<file path="config.mk">
export PLATFORM = sky130hd
export DESIGN_NAME = spi_slave_sync_flat
export DESIGN_NICKNAME = d
export VERILOG_FILES = /design/src/rtl/spi_slave_sync_if.sv /design/src/rtl/spi_slave_sync.sv /design/src/flat_wrapper.sv
export SDC_FILE = /design/constraint.sdc
export NUM_CORES = 1
export LEC_CHECK = 0
export CORE_ASPECT_RATIO = 1.5
export CORE_MARGIN = 1.5
export CORE_UTILIZATION = 51
export DETAILED_ROUTE_END_ITERATION = 10
export GPL_TIMING_DRIVEN = 0
export PLACE_DENSITY_LB_ADDON = 0.2
export SYNTH_ARGS = -nofsm -noshare
export SYNTH_HDL_FRONTEND = slang
export SYNTH_SLANG_ARGS = --single-unit
</file>
<file path="constraint.sdc">
create_clock -name clk -period 2.35 [get_ports clk]
set_input_delay 0.705 -clock clk [delete_from_list [all_inputs] [get_ports clk]]
set_output_delay 0.705 -clock clk [all_outputs]
set_load 0.1 [all_outputs]
</file>
<file path="src/rtl/spi_slave_sync_if.sv">
// SPI pin and register-file handshake bundle for spi_slave_sync.
// The slave modport is the DUT side; the master modport is the SPI master plus register file.
interface spi_slave_sync_if #(
  parameter int WORD_W = 16
);
  logic              sck;
  logic              cs;
  logic              mosi;
  logic              miso;
  logic              miso_oe;
  logic [WORD_W-1:0] tx_data;
  logic              tx_ack;
  logic [WORD_W-1:0] rx_data;
  logic              rx_valid;
  logic              frame_abort;
  logic              busy;

  modport slave (
    input  sck, cs, mosi, tx_data,
    output miso, miso_oe, tx_ack, rx_data, rx_valid, frame_abort, busy
  );

  modport master (
    output sck, cs, mosi, tx_data,
    input  miso, miso_oe, tx_ack, rx_data, rx_valid, frame_abort, busy
  );
endinterface

</file>
<file path="src/rtl/spi_slave_sync.sv">
// SPI mode-3 slave. All SPI pins are oversampled into clk and edge-detected;
// nothing in this module is clocked by sck.
//
// state | meaning
// IDLE  | cs high, outputs parked
// SHIFT | data bits of a word: falls drive miso, rises sample mosi
// DUMMY | trailing sck cycles after a word, rises only counted
module spi_slave_sync #(
  parameter int WORD_W       = 16,
  parameter int DUMMY_CYCLES = 1,
  parameter int SYNC_STAGES  = 2
) (
  input  logic           clk,
  input  logic           rst_n,
  spi_slave_sync_if.slave bus
);

  localparam int BW = $clog2(WORD_W + 1);
  localparam int DW = (DUMMY_CYCLES < 1) ? 1 : $clog2(DUMMY_CYCLES + 1);

  typedef enum logic [1:0] {IDLE, SHIFT, DUMMY} state_t;

  logic [SYNC_STAGES-1:0] sck_sync, cs_sync, mosi_sync;
  logic                   sck_prev;
  logic                   sck_s, cs_s, mosi_s;
  logic                   sck_rise, sck_fall;

  state_t            state_q, state_nxt;
  logic [BW-1:0]     bit_cnt_q, bit_cnt_nxt;
  logic [DW-1:0]     dummy_q, dummy_nxt;
  logic [WORD_W-1:0] tx_shift_q, tx_shift_nxt;
  logic [WORD_W-1:0] rx_shift_q, rx_shift_nxt;
  logic [WORD_W-1:0] rx_data_q, rx_data_nxt;
  logic              miso_q, miso_nxt;
  logic              miso_oe_q;
  logic              rx_valid_q, rx_valid_nxt;
  logic              abort_q, abort_nxt;
  logic              tx_ack_c;

  // Synchronizers park at the bus idle levels so reset release creates no edge.
  always_ff @(posedge clk or negedge rst_n) begin
    if (!rst_n) begin
      sck_sync  <= '1;
      cs_sync   <= '1;
      mosi_sync <= '0;
      sck_prev  <= 1'b1;
    end else begin
      sck_sync  <= {sck_sync[SYNC_STAGES-2:0], bus.sck};
      cs_sync   <= {cs_sync[SYNC_STAGES-2:0], bus.cs};
      mosi_sync <= {mosi_sync[SYNC_STAGES-2:0], bus.mosi};
      sck_prev  <= sck_s;
    end
  end

  assign sck_s    = sck_sync[SYNC_STAGES-1];
  assign cs_s     = cs_sync[SYNC_STAGES-1];
  assign mosi_s   = mosi_sync[SYNC_STAGES-1];
  assign sck_rise = sck_s & ~sck_prev;
  assign sck_fall = ~sck_s & sck_prev;

  always_ff @(posedge clk or negedge rst_n) begin
    if (!rst_n) begin
      state_q    <= IDLE;
      bit_cnt_q  <= '0;
      dummy_q    <= '0;
      tx_shift_q <= '0;
      rx_shift_q <= '0;
      rx_data_q  <= '0;
      miso_q     <= 1'b0;
      miso_oe_q  <= 1'b0;
      rx_valid_q <= 1'b0;
      abort_q    <= 1'b0;
    end else begin
      state_q    <= state_nxt;
      bit_cnt_q  <= bit_cnt_nxt;
      dummy_q    <= dummy_nxt;
      tx_shift_q <= tx_shift_nxt;
      rx_shift_q <= rx_shift_nxt;
      rx_data_q  <= rx_data_nxt;
      miso_q     <= miso_nxt;
      miso_oe_q  <= ~cs_s;
      rx_valid_q <= rx_valid_nxt;
      abort_q    <= abort_nxt;
    end
  end

  always_comb begin
    state_nxt    = state_q;
    bit_cnt_nxt  = bit_cnt_q;
    dummy_nxt    = dummy_q;
    tx_shift_nxt = tx_shift_q;
    rx_shift_nxt = rx_shift_q;
    rx_data_nxt  = rx_data_q;
    miso_nxt     = miso_q;
    rx_valid_nxt = 1'b0;
    abort_nxt    = 1'b0;
    tx_ack_c     = 1'b0;

    if (cs_s) begin
      // cs deassertion beats any sck edge seen in the same cycle
      state_nxt   = IDLE;
      bit_cnt_nxt = '0;
      dummy_nxt   = '0;
      miso_nxt    = 1'b0;
      abort_nxt   = (state_q == SHIFT) && (bit_cnt_q != '0);
    end else begin
      case (state_q)
        IDLE, SHIFT: begin
          state_nxt = SHIFT;
          if (sck_fall) begin
            if (bit_cnt_q == '0) begin
              tx_shift_nxt = bus.tx_data;
              miso_nxt     = bus.tx_data[WORD_W-1];
              tx_ack_c     = 1'b1;
            end else begin
              tx_shift_nxt = tx_shift_q << 1;
              miso_nxt     = tx_shift_q[WORD_W-2];
            end
          end else if (sck_rise) begin
            rx_shift_nxt = (rx_shift_q << 1) | WORD_W'(mosi_s);
            if (bit_cnt_q == BW'(WORD_W - 1)) begin
              rx_data_nxt  = rx_shift_nxt;
              rx_valid_nxt = 1'b1;
              bit_cnt_nxt  = '0;
              state_nxt    = (DUMMY_CYCLES == 0) ? SHIFT : DUMMY;
            end else begin
              bit_cnt_nxt = bit_cnt_q + 1'b1;
            end
          end
        end
        DUMMY: begin
          if (sck_rise) begin
            if (int'(dummy_q) + 1 >= DUMMY_CYCLES) begin
              dummy_nxt = '0;
              state_nxt = SHIFT;
            end else begin
              dummy_nxt = dummy_q + 1'b1;
            end
          end
        end
        default: state_nxt = IDLE;
      endcase
    end
  end

  assign bus.miso        = miso_q;
  assign bus.miso_oe     = miso_oe_q;
  assign bus.tx_ack      = tx_ack_c;
  assign bus.rx_data     = rx_data_q;
  assign bus.rx_valid    = rx_valid_q;
  assign bus.frame_abort = abort_q;
  assign bus.busy        = (state_q != IDLE);

endmodule

</file>
<file path="src/flat_wrapper.sv">
// flat-port wrapper written by rule: the top's interface ports become plain ports
module spi_slave_sync_flat 
#(
  parameter int WORD_W       = 16,
  parameter int DUMMY_CYCLES = 1,
  parameter int SYNC_STAGES  = 2
)
  (clk, rst_n, bus_sck, bus_cs, bus_mosi, bus_tx_data, bus_miso, bus_miso_oe, bus_tx_ack, bus_rx_data, bus_rx_valid, bus_frame_abort, bus_busy);
  spi_slave_sync_if #(.WORD_W(WORD_W)) bus_i ();
  input  logic clk;
  input  logic rst_n;
  input wire logic [$bits(bus_i.sck)-1:0] bus_sck;
  input wire logic [$bits(bus_i.cs)-1:0] bus_cs;
  input wire logic [$bits(bus_i.mosi)-1:0] bus_mosi;
  input wire logic [$bits(bus_i.tx_data)-1:0] bus_tx_data;
  output wire logic [$bits(bus_i.miso)-1:0] bus_miso;
  output wire logic [$bits(bus_i.miso_oe)-1:0] bus_miso_oe;
  output wire logic [$bits(bus_i.tx_ack)-1:0] bus_tx_ack;
  output wire logic [$bits(bus_i.rx_data)-1:0] bus_rx_data;
  output wire logic [$bits(bus_i.rx_valid)-1:0] bus_rx_valid;
  output wire logic [$bits(bus_i.frame_abort)-1:0] bus_frame_abort;
  output wire logic [$bits(bus_i.busy)-1:0] bus_busy;
  assign bus_i.sck = bus_sck;
  assign bus_i.cs = bus_cs;
  assign bus_i.mosi = bus_mosi;
  assign bus_i.tx_data = bus_tx_data;
  assign bus_miso = bus_i.miso;
  assign bus_miso_oe = bus_i.miso_oe;
  assign bus_tx_ack = bus_i.tx_ack;
  assign bus_rx_data = bus_i.rx_data;
  assign bus_rx_valid = bus_i.rx_valid;
  assign bus_frame_abort = bus_i.frame_abort;
  assign bus_busy = bus_i.busy;
  spi_slave_sync #(.WORD_W(WORD_W), .DUMMY_CYCLES(DUMMY_CYCLES), .SYNC_STAGES(SYNC_STAGES)) u_core (.clk(clk), .rst_n(rst_n), .bus(bus_i));
endmodule
</file>
Yosys cells after proc, flatten, opt, wreduce, memory -nomap -nowiden
Index checks and enable logic that the tools add are counted.
Widths: inputs -> output; s select.
{ "word_totals": {"ff_bits": 65, "input_bits": 21, "output_inout_bits": 22, "wordCells": 79} }
{ "classes": {"add_sub_neg": 3, "magnitude_cmp": 1, "n_eq_ne": 6, "n_mux": 31, "bitwise_logic": 7, "n_reduce_logical": 17} }
{ "op_table": {"columns": ["operator", "count"], "rows": [
  ["$ge 32x2->1 const B", 1],
  ["$mux 5", 5],
  ["$mux 1", 18],
  ["$or 16x1->16", 1],
  ["$mux 15", 1],
  ["$mux 2", 6],
  ["$reduce_bool 2->1", 5],
  ["$ne 3x1->1 const B", 2],
  ["$reduce_and 2->1", 3],
  ["$reduce_and 3->1", 2],
  ["$add 5x1->5 const B", 1],
  ["$eq 5x4->1 const B", 1],
  ["$logic_not 5->1", 1],
  ["$reduce_and 5->1", 1],
  ["$reduce_bool 5->1", 1],
  ["$not 1->1", 4],
  ["$pmux 2 s2", 1],
  ["$reduce_and 4->1", 1],
  ["$add 1x1->2 const B", 1],
  ["$and 1x1->1", 2],
  ["$eq 2x1->1 const B", 1],
  ["$eq 2x2->1 const B", 1],
  ["$logic_not 2->1", 1],
  ["$ne 2x1->1 const B", 1],
  ["3 further kinds", 3]
]} }

Logic depth before layout (Yosys ltp)
Gate-level depths: netlist of the first run.
{ "logic_depth": {"depth_word": 6, "mapped_depth": 7, "depth_no_buf": 5} }

Worst setup path after synthesis of the first run
No wires, ideal clock.
{ "synth_timing": {"path_kind": "register to output", "startpoint": "register u_core.bit_cnt_q[0]", "endpoint": "output port bus_tx_ack", "t_arrival_ps": 2035, "required_time_ps": 1645, "path_slack_ps": -390, "path_stages_with_launch": 7, "n_path_buf": 2, "cell_sequence": "dfrtp_1 > inv_1 > ha_1 > nor4b_1 > buf_2 > buf_4 > and2_1"} }
{ "synth_via": {"elab_chain_len": 5} }
{ "synth_rtl": {"columns": ["element", "line_no", "text"], "rows": [
  ["start, declared", "spi_slave_sync.sv:29", "logic [BW-1:0] bit_cnt_q, bit_cnt_nxt;"],
  ["start signal, assigned", "spi_slave_sync.sv:75", "bit_cnt_q <= bit_cnt_nxt;"],
  ["$logic_not 5->1", "spi_slave_sync.sv:111", "if (bit_cnt_q == '0) begin"],
  ["$mux 1", "spi_slave_sync.sv:111", null],
  ["$mux 1", "spi_slave_sync.sv:110", "if (sck_fall) begin"],
  ["$mux 1", "spi_slave_sync.sv:107", "case (state_q)"],
  ["$mux 1", "spi_slave_sync.sv:99", "if (cs_s) begin"],
  ["end, declared", "flat_wrapper.sv:18", "output wire logic [$bits(bus_i.tx_ack)-1:0] bus_tx_ack;"]
]} }
No other way between the ends.

Final worst setup path of the first run
{ "layout_timing": {"startpoint": "register u_core.bit_cnt_q[1]", "endpoint": "output port bus_tx_ack"} }
The elaborated chain is that of the path after synthesis.

==> metrics, run 1 <==
number of global-route vias before repair about 1700; routability cong. between 0.7 and 0.8; clock power share 33.9%; total track usage between 10% and 20%; post-synthesis compound-gate area fraction about 5.4%; Rel. slew slack about a third; Final Hold Fails 0; initial antenna violation count 0; critical path class flip-flop to primary output; clock skew slightly below 0.007 ns; syn avg cell area 13.5 um^2; synthesis-to-finish area growth 29.5%; Final nets ~280; core area slightly below 5000 um^2; Syn. warnings 0; Slew @ Worst Pin a little under 1 ns; Cell Pwr Density slightly above 700 nW/um^2; Fill cells approximately 370; f_max around 430 MHz; Critical Path RT about 1.6 ns; multi-input logic area 916 um^2; clock sinks 64; critical path's largest stage delay 0.40 ns; share of cells above drive strength 1 about 25%; setup violators final 0; Die Area 5520 um^2; switch share between 20% and 30%; Tcrit/Tclk final 98.1%; total power around 2.4 mW; count of buffers from port buffering between 40 and 50; vias about 1600; DR iter-0 viols 47; RSZ-0062 raised after global routing no; cts hold-fix bufs 0; most common cell after layout, fill and taps aside dfrtp_1; switching power of the nets ~0.61 mW; Comb pwr share around 12%; largest family of logic cells by synthesized area multiplexers; first-pass GRT wire length roughly 7500 um; CP arrival between 1.5 and 2 ns; post-synthesis instance total 191; most frequent cells in the layout dfrtp_1 (59), dlygate4sd2_1 (20), mux2_2 (19), clkdlybuf4s50_1 (19), a21oi_1 (18); endpoint class of the critical path primary output; Tmin final roughly 2.3 ns; CP Launch Type flip-flop; remaining antenna violation count after routing 0; Die W 61.1 um; crit-path leading delay family flip-flops; row count 31; Seq cells post-synth 64; Worst Path Buf+Inv 3; status completed; Leak 1.69 nW; slowest CP cell dfrtp_1; routed len/inst about 14 um; Root Buffer clkbuf_8; Hold Crit Class flip-flop to flip-flop; clk buf depth 2; Max FO, Critical Path 3; Net Count, Synth 214; Die Y 90.2 um; Synth Area in Adders less than 1%; Cell variety after synth 31; H-tree Lvls 3; clk_lat worst skew 0.33 ns; vias per inst 5.09; Detailed Route WL 4530 um; DRT Pass-1 Iters 4; worst hold slack 0.352 ns; register area approximately 1600 um^2; Post-Synth Simple-Gate Area 8.13%; Initial Utilization 53.3%; DRC Markers 0; Pint around 1.8 mW; dpl hpwl between 3000 and 4000 um; CTS Buf Count 9; max-slew violations 0; # IOs 43; fin util around 69%; Final Non-Filler Cells ~320; number of max-cap violations 0; Post-Place Cells 300; CTS tree built; Sum Neg Setup Slack 0 ns; crit-path cells inv_1, ha_1, nor4b_2, buf_4, and2_4, buf_12; multiplexer share of the synthesized area approximately a fifth; largest net degree at the start of global routing 38; Peak supply drop between 500 and 600 uV; sequential-to-total area share from yosys stat ~62%; Seq pwr share between 50% and 60%; xor and xnor area share after synthesis 0.339%; synthesized cell area about 2600 um^2; grt ovf 0; Reg clk slew, reported paths ~0.07 ns; Inserted Diodes 0
==> sequential cells by signal (all words and copies together) (netlist names), 2 cells and up <==
register,count
u_core.rx_shift_q,15
u_core.cs_sync,2
u_core.sck_sync,2
u_core.bus.rx_data,16
u_core.bit_cnt_q,5
u_core.state_q,2
u_core.tx_shift_q,15
u_core.mosi_sync,2
==> metal layers <==
metal	routed length (um)	global-route usage (%)	vias to the layer above	share of wire (%)
met2	2290	28.5	41	51
met1	1920	22.0	810	42
met3	275	7.19	4	6.1
met5	0	0	-	0
met4	44	8.70	0	0.97
li1	-	-	790	-
==> synthesized netlist by cell type (all sizes together) <==
| library cell | number | area [um^2] |
|---|---|---|
| nor3 | 1 | 5.00 |
| mux2i | 16 | 160 |
| ha | 2 | 25.0 |
| inv | 5 | 18.8 |
| nand4b | 1 | 8.76 |
| a311oi | 2 | 17.5 |
| nor4b | 3 | 41.3 |
| nand2b | 3 | 18.8 |
| clkbuf | 3 | 11.3 |
| or2 | 1 | 6.26 |
| and2 | 1 | 6.26 |
| nor4bb | 1 | 10.0 |
| nand3 | 3 | 15.0 |
| dfstp | 5 | 131 |
| nor2 | 16 | 60.1 |
| mux2 | 31 | 349 |
| a41oi | 1 | 8.76 |
| xnor2 | 1 | 8.76 |
| o21ai | 3 | 15.0 |
| nor3b | 2 | 15.0 |
| dfrtp | 59 | 1480 |
| nand2 | 3 | 11.3 |
| a21oi | 18 | 90.1 |
| o21bai | 1 | 7.51 |
| nor2b | 2 | 12.5 |
| buf | 7 | 56.3 |
==> stage by stage <==
step / area [um^2] / setup slack [ns]
2_1_floorplan: 2590 / 0.0382
3_3_place_gp: 3090 / -1.46
3_5_place_dp: 3110 / -1.09
4_1_cts: 3300 / -0.0185
5_1_grt: 3350 / 0.0000223
6_report: 3350 / 0.0449
==> worst reg2reg max path, delay by kind of cell, from the launching register on <==
family | cells | cell delay, ns
simple gates | 2 | 0.64
flops | 1 | 0.61
buf+inv | 2 | 0.35
mux | 1 | 0.33
==> worst paths after layout <==
path,slack [ns],depth (start not counted),from,to
min reg2reg,0.35,0,u_core.sck_sync[0],u_core.sck_sync[1]
min,0.35,0,u_core.sck_sync[0],u_core.sck_sync[1]
max reg2reg,0.30,5,u_core.sck_sync[1],u_core.bus.rx_data[8]
max,0.04,6,u_core.bit_cnt_q[1],bus_tx_ack
min in group asynchronous,0.38,1,rst_n,u_core.state_q[1]
max in group asynchronous,1.36,2,rst_n,u_core.rx_shift_q[3]
==> timing repair <==
action,4_1_cts,5_1_grt
setup buffers,2,7
pin swaps,0,1
resized for setup,37,1
endpoints found under the setup margin,22,1
==> power groups by stage <==
stage,clock network (mW),logic [mW],registers (mW)
5_1_grt,0.901,0.331,1.33
2_1_floorplan,0,0.180,1.32
3_3_place_gp,0,0.280,1.33
6_report,0.826,0.300,1.31
4_1_cts,0.857,0.297,1.31
3_5_place_dp,0,0.291,1.33
==> kinds of logic (layout without fill, tap and decap cells) <==
| logic type | count (synthesis) | count (layout) |
|---|---|---|
| compound gates | 25 | 25 |
| xor+xnor | 1 | 1 |
| fa+ha+maj | 2 | 2 |
| buf+inv | 15 | 81 |
| flops | 64 | 64 |
| mux | 47 | 47 |
| simple gates | 37 | 37 |
==> final cells by class <==
| type | count | share of cell area (%) |
|---|---|---|
| multi-input combinational | 112 | 27.3 |
| timing repair buffer | 52 | 14.6 |
| sequential | 64 | 48.0 |
| tap | 66 | 2.47 |
| inverter | 5 | 0.560 |
| buffer | 8 | 1.76 |
| clock buffer | 13 | 4.74 |
| clock inverter | 3 | 0.523 |
Note: power is estimated with default switching activity, not from simulation.
==> run 2: changes to the inputs <==
GPL_TIMING_DRIVEN = 1   (was 0)
==> run 2 against run 1 <==
Net effect: combinational power fell by 2%; via count fell by 1.2%; total power rose by 7.9%; fmax barely moved; critical path depth fell by 1; register-to-register slack improved by 0.21 ns; final cell count fell by 4.0%; hold slack improved by 0.0051 ns; first-iteration DRC count rose by 30%.
==> metrics, run 2 (synthesis results as in run 1) <==
status completed; Comb pwr share 11.1% (-1.2 points); Cell Pwr Density 800 nW/um^2 (+10%); Seq pwr share 50.2% (-3.6 points); Setup Fix Bufs, Post-CTS 0 (-2); total power 2.63 mW (+7.9%); largest net degree at the start of global routing 65 (+71%); CTS Buf Count 9 (unchanged); crit-path cells inv_1, ha_1, nor4b_4, and2_4, buf_12; Fill cells 362 (-0.82%); # IOs 43 (unchanged); Tmin final 2.30 ns (-0.00226 ns); count of buffers from port buffering 42 (unchanged); vias per inst 5.25 (+3.0%); CP arrival 1.60 ns (about the same); Leak 1.61 nW (-4.8%); routed len/inst 15.0 um (+7.0%); worst-case register-to-register setup slack 0.51 ns (+0.21 ns); DR iter-0 viols 61 (+30%); number of global-route vias before repair 1669 (+0.85%); Max FO, Critical Path 5 (+2); clock power share 38.7% (+4.8 points); H-tree Lvls 3 (unchanged); clk_lat worst skew 0.34 ns (about the same); number of max-cap violations 0 (unchanged); multi-input logic area 925 um^2 (+0.96%); endpoint class of the critical path primary output; switch share 23.5% (-1.5 points); crit-path leading delay family flip-flops; vias 1626 (-1.2%); grt ovf 0 (unchanged); clock skew 0.00696 ns (+0.000168 ns); total track usage 19.2% (+0.72 points); dpl hpwl 3150 um (+3.5%); clk buf depth 2 (unchanged); Final nets 262 (-4.7%); Critical Path RT 1.64 ns (about the same); CP Launch Type flip-flop; Peak supply drop 598 uV (+18%); Detailed Route WL 4650 um (+2.7%); Slew @ Worst Pin 0.689 ns (-0.297 ns); Final Hold Fails 0 (unchanged); max-slew violations 0 (unchanged); row count 31 (unchanged); clock sinks 64 (unchanged); max FFs per register 16 (unchanged); critical path's largest stage delay 0.43 ns (+0.03 ns); Tcrit/Tclk final 98.0% (about the same); Inserted Diodes 0 (unchanged); switching power of the nets 0.616 mW (+1.5%); initial antenna violation count 0 (unchanged); remaining antenna violation count after routing 0 (unchanged); most frequent cells in the layout dfrtp_1 (58), buf_4 (24), mux2_2 (19), clkdlybuf4s50_1 (19), a21oi_1 (18); CTS tree built; Initial Utilization 53.3% (unchanged); placed cell areas 3050 um^2 (-1.8%); Die W 61.1 um (unchanged); Root Buffer clkbuf_8; Pint 2.01 mW (+10%); share of cells above drive strength 1 29.1% (+4.6 points); DRC Markers 0 (unchanged); most common cell after layout, fill and taps aside dfrtp_1; Hold Crit Class input pin to asynchronous set/reset pin; slowest CP cell dfrtp_1; critical path class flip-flop to primary output; routability cong. 0.671 (-15%); Die Y 90.2 um (unchanged); reg2reg path depth 3 (-2); DRT Pass-1 Iters 4 (unchanged); first-pass GRT wire length 7700 um (+3.0%); Die Area 5520 um^2 (unchanged); f_max 434 MHz (about the same); Reg clk slew, reported paths 0.06 ns (about the same); Levels on crit path 5 (-1); synthesis-to-finish area growth 27.0%; register area 1610 um^2 (about the same); setup violators final 0 (unchanged); Worst Path Buf+Inv 2 (-1); Non-Filler Cell Area, Final 3280 um^2 (-1.9%); core area 4850 um^2 (unchanged); Rel. slew slack 54.0% (+19 points)
==> run 2: cell types whose count changed in the layout (fill, tap and decap cells not counted), moves of 2 or more <==
| cell | before | now |
|---|---|---|
| buf_2 | 3 | 1 |
| bufinv_16 | 0 | 2 |
| dlygate4sd2_1 | 20 | 0 |
| buf_4 | 11 | 24 |
==> run 2: final cells by class <==
class / instances / area share [%]
Multi-Input combinational cell: 112 / 28.2
Sequential cell: 64 / 49.0
Clock inverter: 3 / 1.98
Clock buffer: 13 / 4.53
Tap cell: 66 / 2.51
Inverter: 5 / 0.571
Timing Repair Buffer: 47 / 13.3
==> run 2: timing repair <==
item / CTS / global route
endpoints found under the setup margin: 0 / 1
hold buffers: 0 / 0
resized for setup: 0 / 3
==> run 2: path summary, 6_finish.rpt <==
check,from,end
hold / removal,rst_n,u_core.bus.frame_abort
min in group clk,u_core.sck_sync[0],u_core.sck_sync[1]
max in group asynchronous,rst_n,u_core.cs_sync[0]
setup reg to reg,u_core.sck_sync[1],u_core.bit_cnt_q[3]
setup / recovery,u_core.bit_cnt_q[0],bus_tx_ack
hold reg to reg,u_core.sck_sync[0],u_core.sck_sync[1]
==> run 2: per-stage QoR <==
step	std cells	setup TNS (ns)	worst slack [ns]	utilization, %	hold slack [ns]
2_1_floorplan	191	0	0.0382	-	0.331
3_3_place_gp	294	0	0.453	62.9	0.334
3_5_place_dp	294	0	0.403	62.9	0.347
4_1_cts	310	0	0.0261	67.4	0.362
5_1_grt	310	-0.0117	-0.0117	67.7	0.357
6_report	310	0	0.0472	67.7	0.357
==> run 2: power groups by stage <==
stage	combinational, mW	sequential, mW	clock, mW
2_1_floorplan	0.180	1.32	0
3_3_place_gp	0.279	1.33	0
3_5_place_dp	0.294	1.34	0
4_1_cts	0.296	1.32	1.05
5_1_grt	0.325	1.34	1.09
6_report	0.293	1.32	1.02
==> run 2: routing by layer <==
layer | up-vias | wire length, um | part of all wire, % | GRT usage (%)
met5 | - | 0 | 0 | 0
met4 | 0 | 81 | 1.7 | 9.24
met3 | 8 | 226 | 4.9 | 6.62
met2 | 45 | 2550 | 55 | 31.1
met1 | 816 | 1790 | 39 | 21.7
li1 | 757 | - | - | -
==> run 3: changes to the inputs <==
CORE_UTILIZATION = 40   (was 51)
==> run 3 against run 2 <==
Net effect: clock-buffer cell count shrank 4; register-to-register slack gained 0.03 ns; die area grew 26%; via count is 2.0% lower; final cell count rose by 3.9%; critical path depth shrank 2; design area grew 1.6%; hold slack got worse by 0.067 ns; sequential share of layout area decreased by 0.79 points; largest power group unchanged.
==> metrics, run 3 (synthesis results as in run 1) <==
status completed; clk_lat worst skew 0.33 ns (about the same); Critical Path RT 1.64 ns (about the same); Sum Neg Setup Slack 0 ns (unchanged); Tcrit/Tclk final 95.3% (-2.7 points); critical path's largest stage delay 0.59 ns (+0.16 ns); Detailed Route WL 4470 um (-3.8%); cts hold-fix bufs 0 (unchanged); vias per inst 4.95 (-5.6%); crit-path leading delay family flip-flops; largest net degree at the start of global routing 32 (-51%); row count 35 (+13%); max FFs per register 16 (unchanged); H-tree Lvls 3 (unchanged); clock sinks 64 (unchanged); Hold Crit Class input pin to asynchronous set/reset pin; synthesis-to-finish area growth 29.0%; Peak supply drop 498 uV (-17%); total power 2.73 mW (+3.8%); endpoint class of the critical path primary output; # IOs 43 (unchanged); Non-Filler Cell Area, Final 3340 um^2 (+1.6%); total track usage 14.9% (-4.3 points); grt ovf 0 (unchanged); initial antenna violation count 0 (unchanged); clock skew 0.00741 ns (+0.000449 ns); Slew @ Worst Pin 0.531 ns (-0.158 ns); Final Hold Fails 0 (unchanged); CTS tree built; number of global-route vias before repair 1688 (+1.1%); worst hold slack 0.290 ns (-0.0672 ns); most common cell after layout, fill and taps aside dfrtp_1; Post-Place Cells 305 (+3.7%); remaining antenna violation count after routing 0 (unchanged); Inserted Diodes 0 (unchanged); f_max 447 MHz (+2.9%); Die W 68.7 um (+12%); Worst Path Buf+Inv 1 (-1); CP Launch Type flip-flop; Final nets 266 (+1.5%); Final Non-Filler Cells 322 (+3.9%); Root Buffer clkbuf_8; slowest CP cell dfstp_2; DR iter-0 viols 25 (-59%); count of buffers from port buffering 42 (unchanged); routed len/inst 13.9 um (-7.4%); critical path class flip-flop to primary output; Die Y 101 um (+12%); dpl hpwl 3120 um (-0.85%); DRT Pass-1 Iters 4 (unchanged); Tmin final 2.24 ns (-0.0644 ns); post-CTS sizing 0 (unchanged); Initial Utilization 41.9% (-11 points); clk buf depth 2 (unchanged); RSZ-0062 raised after global routing no; first-pass GRT wire length 7500 um (-2.6%); Leak 1.63 nW (+1.2%); Die Area 6970 um^2 (+26%); Reg clk slew, reported paths 0.07 ns (about the same); max-slew violations 0 (unchanged); crit-path cells nor4b_2, and2_4, buf_12; Rel. slew slack 64.1% (+10 points); placed cell areas 3080 um^2 (+1.1%); CTS Buf Count 9 (unchanged); Cell Pwr Density 818 nW/um^2 (+2.2%); DRC Markers 0 (unchanged); CP arrival 1.53 ns (-0.07 ns); most frequent cells in the layout dfrtp_1 (59), buf_4 (28), mux2_2 (19), clkdlybuf4s50_1 (19), a21oi_1 (18); routability cong. 0.692 (+3.1%); vias 1594 (-2.0%); Max FO, Critical Path 6 (+1); share of cells above drive strength 1 31.0% (+2.0 points); setup violators final 0 (unchanged); number of max-cap violations 0 (unchanged); core area 6170 um^2 (+27%)
## run 3: path summary, 6_finish.rpt
path / from / endpoint / slack [ns] / cells after the start
setup / recovery: u_core.sck_prev / bus_tx_ack / 0.11 / 3
hold / removal: rst_n / u_core.state_q[1] / 0.29 / 1
setup reg to reg: u_core.bit_cnt_q[0] / u_core.bus.rx_data[4] / 0.54 / 6
hold reg to reg: u_core.mosi_sync[0] / u_core.mosi_sync[1] / 0.35 / 0
max in group asynchronous: rst_n / u_core.sck_sync[0] / 1.42 / 2
min in group clk: u_core.mosi_sync[0] / u_core.mosi_sync[1] / 0.35 / 0
## run 3: final cells by class
| class | count | area, um^2 |
|---|---|---|
| fillers | 539 | 2840 |
| well taps | 74 | 92.6 |
| flip-flops and latches | 64 | 1610 |
| inverters | 5 | 18.8 |
| clock buffers | 9 | 124 |
| multi-input cells | 112 | 907 |
| clock inverters | 7 | 120 |
| repair buffers | 51 | 465 |
## run 3: per-layer routing
metal	part of all wire [%]	global-route usage, %	vias up
met5	0	0	-
met4	1.7	7.08	0
met3	7.4	6.44	7
met2	49	24.1	44
met1	42	16.5	773
li1	-	-	770
## run 3: worst register-to-register path: stages, from the launching register on
cell and delay [ns]:
dfrtp_1 0.38, buf_4 0.13, ha_1 0.16, nand4b_1 0.23, nor2b_1 0.17, buf_4 0.27
mux2_2 0.37
## run 3: repair_timing
| item | CTS | global route |
|---|---|---|
| endpoints found under the setup margin | 0 | 1 |
| hold endpoints to repair | 0 | 0 |
| buffers inserted | 0 | 1 |
## run 3: metrics by stage
step | utilization (%) | setup WS (ns)
finish | 54.0 | 0.112
global route | 54.0 | 0.00416
CTS | 53.9 | 0.0583
detailed placement | 49.9 | 0.434
global placement | 49.9 | 0.458
floorplan | - | 0.0382
## run 3: where the power goes
part	internal, mW	total, mW	switching (mW)	leakage, nW
Sequential	1.23	1.31	0.0818	0.806
Combinational	0.155	0.292	0.137	0.700
Clock	0.705	1.12	0.418	0.119
Total	2.09	2.73	0.637	1.63
